--- src/rtl/i2s_pkg.sv ---
// Shared constants for the I2S transmit frame controller: default geometry and counter widths.
package i2s_pkg;

    localparam int DEFAULT_RESOLUTION = 24;
    localparam int DEFAULT_SLOT_BITS  = 32;
    localparam int DEFAULT_SCLK_DIV   = 4;

    // Width able to hold 0..n-1; never narrower than one bit.
    function automatic int cnt_width(input int n);
        return (n < 2) ? 1 : $clog2(n);
    endfunction

    localparam int BIT_CNT_W = cnt_width(2 * DEFAULT_SLOT_BITS);
    localparam int DIV_CNT_W = cnt_width(DEFAULT_SCLK_DIV);

endpackage

--- src/rtl/i2s_clk_gen.sv ---
// SCLK/LRCK generator: CLK divider, per-frame bit counter and the frame-start strobe.
module i2s_clk_gen
    import i2s_pkg::*;
#(
    parameter int SCLK_DIV  = DEFAULT_SCLK_DIV,
    parameter int SLOT_BITS = DEFAULT_SLOT_BITS
) (
    input  logic CLK,
    input  logic RST,
    input  logic en_i,
    output logic sclk_o,
    output logic lrck_o,
    output logic fs_o
);

    localparam int DIV_W = cnt_width(SCLK_DIV);
    localparam int BIT_W = cnt_width(2 * SLOT_BITS);
    localparam logic [DIV_W-1:0] DIV_LAST   = DIV_W'(SCLK_DIV - 1);
    localparam logic [BIT_W-1:0] BIT_LAST   = BIT_W'(2 * SLOT_BITS - 1);
    localparam logic [BIT_W-1:0] SLOT_START = BIT_W'(SLOT_BITS);

    logic [DIV_W-1:0] div_cnt_q, div_cnt_d;
    logic [BIT_W-1:0] bit_cnt_q, bit_cnt_d;
    logic [BIT_W-1:0] bit_inc;
    logic             sclk_q, sclk_d;
    logic             lrck_q, lrck_d;
    logic             started_q, started_d;
    logic             wrap;

    assign bit_inc = bit_cnt_q + 1'b1;

    always_comb begin
        // NOTE: every variable gets a default before any branch, so no path leaves it unassigned and no latch is inferred.
        div_cnt_d = div_cnt_q;
        bit_cnt_d = bit_cnt_q;
        sclk_d    = sclk_q;
        lrck_d    = lrck_q;
        started_d = started_q;
        wrap      = 1'b0;
        if (!en_i) begin
            div_cnt_d = '0;
            bit_cnt_d = '0;
            sclk_d    = 1'b0;
            lrck_d    = 1'b0;
            started_d = 1'b0;
        end else begin
            started_d = 1'b1;
            if (div_cnt_q == DIV_LAST) begin
                div_cnt_d = '0;
                sclk_d    = !sclk_q;
                // Bit counter and LRCK move only on SCLK rising toggles, keeping LRCK stable at SCLK falls.
                if (!sclk_q) begin
                    if (bit_cnt_q == BIT_LAST) begin
                        bit_cnt_d = '0;
                        lrck_d    = 1'b0;
                        wrap      = 1'b1;
                    end else begin
                        bit_cnt_d = bit_inc;
                        if (bit_inc == SLOT_START) lrck_d = 1'b1;
                    end
                end
            end else begin
                div_cnt_d = div_cnt_q + 1'b1;
            end
        end
    end

    // NOTE: sequential state uses non-blocking assignments so every register samples pre-edge values.
    always_ff @(posedge CLK or posedge RST) begin
        if (RST) begin
            div_cnt_q <= '0;
            bit_cnt_q <= '0;
            sclk_q    <= 1'b0;
            lrck_q    <= 1'b0;
            started_q <= 1'b0;
        end else begin
            div_cnt_q <= div_cnt_d;
            bit_cnt_q <= bit_cnt_d;
            sclk_q    <= sclk_d;
            lrck_q    <= lrck_d;
            started_q <= started_d;
        end
    end

    assign sclk_o = sclk_q;
    assign lrck_o = lrck_q;
    assign fs_o   = en_i && (!started_q || wrap);

endmodule

--- src/rtl/i2s_tx_frame_ctrl.sv ---
// Master-mode I2S transmit frame controller: single-entry sample buffer, frame-aligned outputs, underrun pulse.
// Build option I2S_UNDERRUN_MUTE_EN: an underrun frame outputs zeros instead of repeating the last pair.
module i2s_tx_frame_ctrl
    import i2s_pkg::*;
#(
    parameter int RESOLUTION = DEFAULT_RESOLUTION,
    parameter int SCLK_DIV   = DEFAULT_SCLK_DIV,
    parameter int SLOT_BITS  = DEFAULT_SLOT_BITS
) (
    input  logic                  CLK,
    input  logic                  RST,
    input  logic                  EN,
    input  logic [RESOLUTION-1:0] sample_L_in,
    input  logic [RESOLUTION-1:0] sample_R_in,
    input  logic                  sample_valid,
    output logic                  sample_ready,
    output logic                  SCLK,
    output logic                  LRCK,
    output logic [RESOLUTION-1:0] data_L_out,
    output logic [RESOLUTION-1:0] data_R_out,
    output logic                  underrun
);

    logic                  fs;
    logic                  xfer;
    logic                  pending_q, pending_d;
    logic [RESOLUTION-1:0] pend_l_q, pend_l_d;
    logic [RESOLUTION-1:0] pend_r_q, pend_r_d;
    logic [RESOLUTION-1:0] data_l_q, data_l_d;
    logic [RESOLUTION-1:0] data_r_q, data_r_d;
    logic                  underrun_q, underrun_d;

    i2s_clk_gen #(
        .SCLK_DIV (SCLK_DIV),
        .SLOT_BITS(SLOT_BITS)
    ) u_clk_gen (
        .CLK   (CLK),
        .RST   (RST),
        .en_i  (EN),
        .sclk_o(SCLK),
        .lrck_o(LRCK),
        .fs_o  (fs)
    );

    assign sample_ready = !pending_q;
    assign xfer         = sample_valid && !pending_q;

    always_comb begin
        pending_d  = pending_q;
        pend_l_d   = pend_l_q;
        pend_r_d   = pend_r_q;
        data_l_d   = data_l_q;
        data_r_d   = data_r_q;
        underrun_d = 1'b0;
        if (fs) begin
            if (pending_q) begin
                data_l_d  = pend_l_q;
                data_r_d  = pend_r_q;
                pending_d = 1'b0;
            end else begin
                underrun_d = 1'b1;
`ifdef I2S_UNDERRUN_MUTE_EN
                data_l_d = '0;
                data_r_d = '0;
`else
                data_l_d = data_l_q;
                data_r_d = data_r_q;
`endif
            end
        end
        // A transfer only happens with the buffer empty, so it never collides with an FS drain.
        if (xfer) begin
            pending_d = 1'b1;
            pend_l_d  = sample_L_in;
            pend_r_d  = sample_R_in;
        end
    end

    always_ff @(posedge CLK or posedge RST) begin
        if (RST) begin
            // NOTE: the pending pair is reset too; it is a couple of registers, not a RAM, and a known value aids debug.
            pending_q  <= 1'b0;
            pend_l_q   <= '0;
            pend_r_q   <= '0;
            data_l_q   <= '0;
            data_r_q   <= '0;
            underrun_q <= 1'b0;
        end else begin
            pending_q  <= pending_d;
            pend_l_q   <= pend_l_d;
            pend_r_q   <= pend_r_d;
            data_l_q   <= data_l_d;
            data_r_q   <= data_r_d;
            underrun_q <= underrun_d;
        end
    end

    assign data_L_out = data_l_q;
    assign data_R_out = data_r_q;
    assign underrun   = underrun_q;

endmodule

--- config.mk ---
export PLATFORM = sky130hd
export DESIGN_NAME = i2s_tx_frame_ctrl
export DESIGN_NICKNAME = d
export VERILOG_FILES = /design/src/rtl/i2s_pkg.sv /design/src/rtl/i2s_clk_gen.sv /design/src/rtl/i2s_tx_frame_ctrl.sv
export SDC_FILE = /design/constraint.sdc
export NUM_CORES = 1
export LEC_CHECK = 0
export ABC_AREA = 1
export CORE_ASPECT_RATIO = 0.8
export CORE_MARGIN = 1.5
export CORE_UTILIZATION = 49
export CTS_CLUSTER_SIZE = 40
export DETAILED_ROUTE_END_ITERATION = 7
export PLACE_DENSITY = 0.79
export SETUP_SLACK_MARGIN = 0.5
export SLEW_MARGIN = 25
export SYNTH_ARGS = -nofsm -noshare
export SYNTH_HDL_FRONTEND = slang
export SYNTH_SLANG_ARGS = --single-unit
--- constraint.sdc ---
create_clock -name CLK -period 4.55 [get_ports CLK]
set_input_delay 0.91 -clock CLK [delete_from_list [all_inputs] [get_ports CLK]]
set_output_delay 0.91 -clock CLK [all_outputs]
set_load 0.05 [all_outputs]
==> impl_metrics.tcl <==
set metrics [dict create \
    run_status "completed" \
    netSwitchingPower_mw 1.596 \
    ir_worst_vdd_v 0.0004064 \
    grt_pass1_wl_um 14610 \
    finClkSkew_ns 0.01448 \
    wl_um 8822 \
    share_clk_of_total_power 0.167 \
    critical_path.reg2reg.endpoint "data_L_out[2]$_DFFE_PP0P_" \
    slew_viol_final 0 \
    die_h_um 86.56 \
    leading_post_synthesis_cells_by_cell_area "dfrtp_1, mux2_2, nand2_1" \
    critical_path.startpoint_type "flip-flop" \
    avgRoutedWirePerCell_um 14.75 \
    path_delay_family "buffers and inverters" \
    grt-busiest-layer "met2" \
    critPathKind "flip-flop to output pin" \
    htree_levels 3 \
    post_cts_setup_bufs 0 \
    critical_path.endpoint "sample_ready" \
    worst_margin_slew_ns 0.9154 \
    critical_path.max_stage_delay_ns 0.83 \
    worstPathRequired_ns 3.64 \
    endpoint_kind "output pin" \
    clk_pin_slew_worst_paths_ns 0.10 \
    synth.distinct_cells 22 \
    remaining_drc_errors 0 \
    syn_nets 437 \
    min_path_type "flip-flop to flip-flop" \
    holdBufCountCts 0 \
    maxClockFrequency_mhz 378.9 \
    die_area_um2 9301 \
    worst_setup_path_startpoint "pending_q$_DFFE_PP0P_" \
    cts_buffers 9 \
    postRouteAntennaNets 0 \
    cts_sinks 109 \
    worstReg2RegStart "u_clk_gen.bit_cnt_q[1]$_DFFE_PP0P_" \
    insertedDiodeCount 0 \
    placementRows 30 \
    ff2ff_path_depth 8 \
    utilization 0.6630 \
    gp_congestion 0.7626 \
    grt_overflow_total 0 \
    hold_violations 0 \
    number_of_endpoints_failing_setup_at_the_final_stage 0 \
    setup_tns_ns 0 \
    drv.max_cap_violation_count 0 \
    timing.critical_path.buf_inv 2 \
    layout_cell_share_with_drive_strength_beyond_1 0.1523 \
    grt_antenna_before_repair 0 \
    vias_per_cell 5.054 \
    post_synth_inst_count 383 \
    post_synth_most_frequent_cells "nand2_1, dfrtp_1, nand3_1" \
    power.sequential.fraction 0.397 \
    postCtsResizedCells 0 \
    finish.net_count 535 \
    use_met2 0.3277 \
    die_w_um 107.5 \
    synth-edff-count 0 \
    slowest_stage "clkdlybuf4s50_1" \
    synth_top_area_frac 0.6378 \
    critical_path.cell_chain "inv_1, clkdlybuf4s50_1" \
    yosysMostFrequentCell "nand2_1" \
    synth_warnings 0 \
    post-route-period-util 0.5800 \
    crit_path_max_fanout 4 \
    worstSkewPairLatency_ns 0.36 \
    cp.arrival_ns 1.73 \
    layout-area-overhead-vs-synth_pct 31.51 \
    power.share.combinational 0.436 \
    yosysSeqAreaShare 0.6378 \
    powerDensity_nw_per_um2 688.9 \
    internal-power_mw 2.279 \
    rsz0062_at_grt "no" \
    cts_tree "built" \
    drt_first_iter_violations 133 \
    floorplan.io_pins 104 \
    met1_usage 0.2737 \
    clock_tree.buffer_depth 2 \
    total_leakage_power_nw 2.617 \
    first_global_vias 3043 \
    ys_ff_latch 109 \
    portBuffers 103 \
    relSlewSlack 0.3876 \
    syn_area_per_cell_um2 11.17 \
    synth_largest_area_cell "dfrtp_1" \
    final.min_clock_period_ns 2.639 \
    root_buffer "clkbuf_8" \
    detailedRoute.firstPassIterationCount 5 \
    cp_num_cells 2 \
    swShare 0.4119 \
    netlist_area_um2 4277 \
    floorplan_core_area_um2 8483 \
    synth-async-reset-ratio 1.000 \
    post-dp-hpwl_um 5684 \
    grt_start_max_net_pins 87 \
    met3_usage 0.05188 \
    yosys_most_used_dff "dfrtp_1" \
    grt_overall_usage 0.2014 \
    timing.reg2reg.setup_slack_ns 2.52 \
    floorplan.initialDensity 0.5041 \
    total_via_count_in_the_routed_design 3022 \
]
-- area by class of cell --
class | count | area [µm²]
clock buffer | 13 | 158.9
inverter | 16 | 65.06
multi-input combinational | 238 | 1403
fill | 671 | 2859
sequential | 109 | 2729
clock inverter | 3 | 67.56
timing repair buffer | 107 | 1061
tap | 112 | 140.1
-- stage by stage --
stage	setup slack [ns]	cell area (µm²)	hold WS, ns	cells	total power [mW]
finish	1.911	5624	0.4463	598	3.874
global route	1.832	5624	0.4577	598	4.070
CTS	1.885	5622	0.4446	598	3.905
detailed placement	1.634	5395	0.4311	582	3.258
global placement	1.768	5390	0.4191	582	3.213
floorplan	0.7661	4277	0.4064	383	2.657
-- registers in the layout (all words and copies together), names as in the netlist, 2 cells and up --
register / cells
data_R_out: 24
pend_l_q: 24
u_clk_gen.bit_cnt_q: 6
pend_r_q: 24
data_L_out: 24
u_clk_gen.div_cnt_q: 2
-- per-layer routing --
metal  routed length (µm)  up-vias
li1                     -     1444
met1                 3838     1469
met2                 4346       98
met3                  530       11
met4                  106        0
met5                    0        -
-- cells by family (layout without fill, tap and decap cells) --
logic type,after synthesis,after routing,synth area share
simple gates,175,175,0.1723
flops,109,109,0.6378
mux,48,48,0.1264
buf+inv,36,139,0.03832
compound gates,13,13,0.01931
fa+ha+maj,2,2,0.005850
-- worst min path at each step --
stage | startpoint | to | cells after the start
floorplan | u_clk_gen.div_cnt_q[0]$_DFF_PP0_ | u_clk_gen.div_cnt_q[0]$_DFF_PP0_ | 1
global route | u_clk_gen.div_cnt_q[0]$_DFF_PP0_ | u_clk_gen.div_cnt_q[0]$_DFF_PP0_ | 1
CTS | u_clk_gen.div_cnt_q[0]$_DFF_PP0_ | u_clk_gen.div_cnt_q[0]$_DFF_PP0_ | 1
detailed placement | u_clk_gen.div_cnt_q[0]$_DFF_PP0_ | u_clk_gen.div_cnt_q[0]$_DFF_PP0_ | 1
finish | u_clk_gen.div_cnt_q[0]$_DFF_PP0_ | u_clk_gen.div_cnt_q[0]$_DFF_PP0_ | 1
global placement | u_clk_gen.div_cnt_q[0]$_DFF_PP0_ | u_clk_gen.div_cnt_q[0]$_DFF_PP0_ | 1
-- power groups by stage --
stage / registers, mW / logic, mW / clock network, mW
floorplan: 2.24 / 0.418 / 0
global placement: 1.54 / 1.67 / 0
detailed placement: 1.55 / 1.70 / 0
CTS: 1.54 / 1.71 / 0.660
global route: 1.58 / 1.79 / 0.702
finish: 1.54 / 1.69 / 0.647
-- layout by cell type (no fill, tap or decap), drive strengths merged --
cell type,instances
nand3,54
inv,16
bufinv,2
nor2,5
nand2,113
or2,1
clkbuf,13
o31ai,1
a22o,1
mux2,48
ha,2
o21bai,1
o21ai,7
and2,1
clkdlybuf4s50,103
o22ai,2
dfrtp,109
buf,4
nand4,1
a21oi,1
clkinvlp,1
Power figures use the tool's default switching activity.
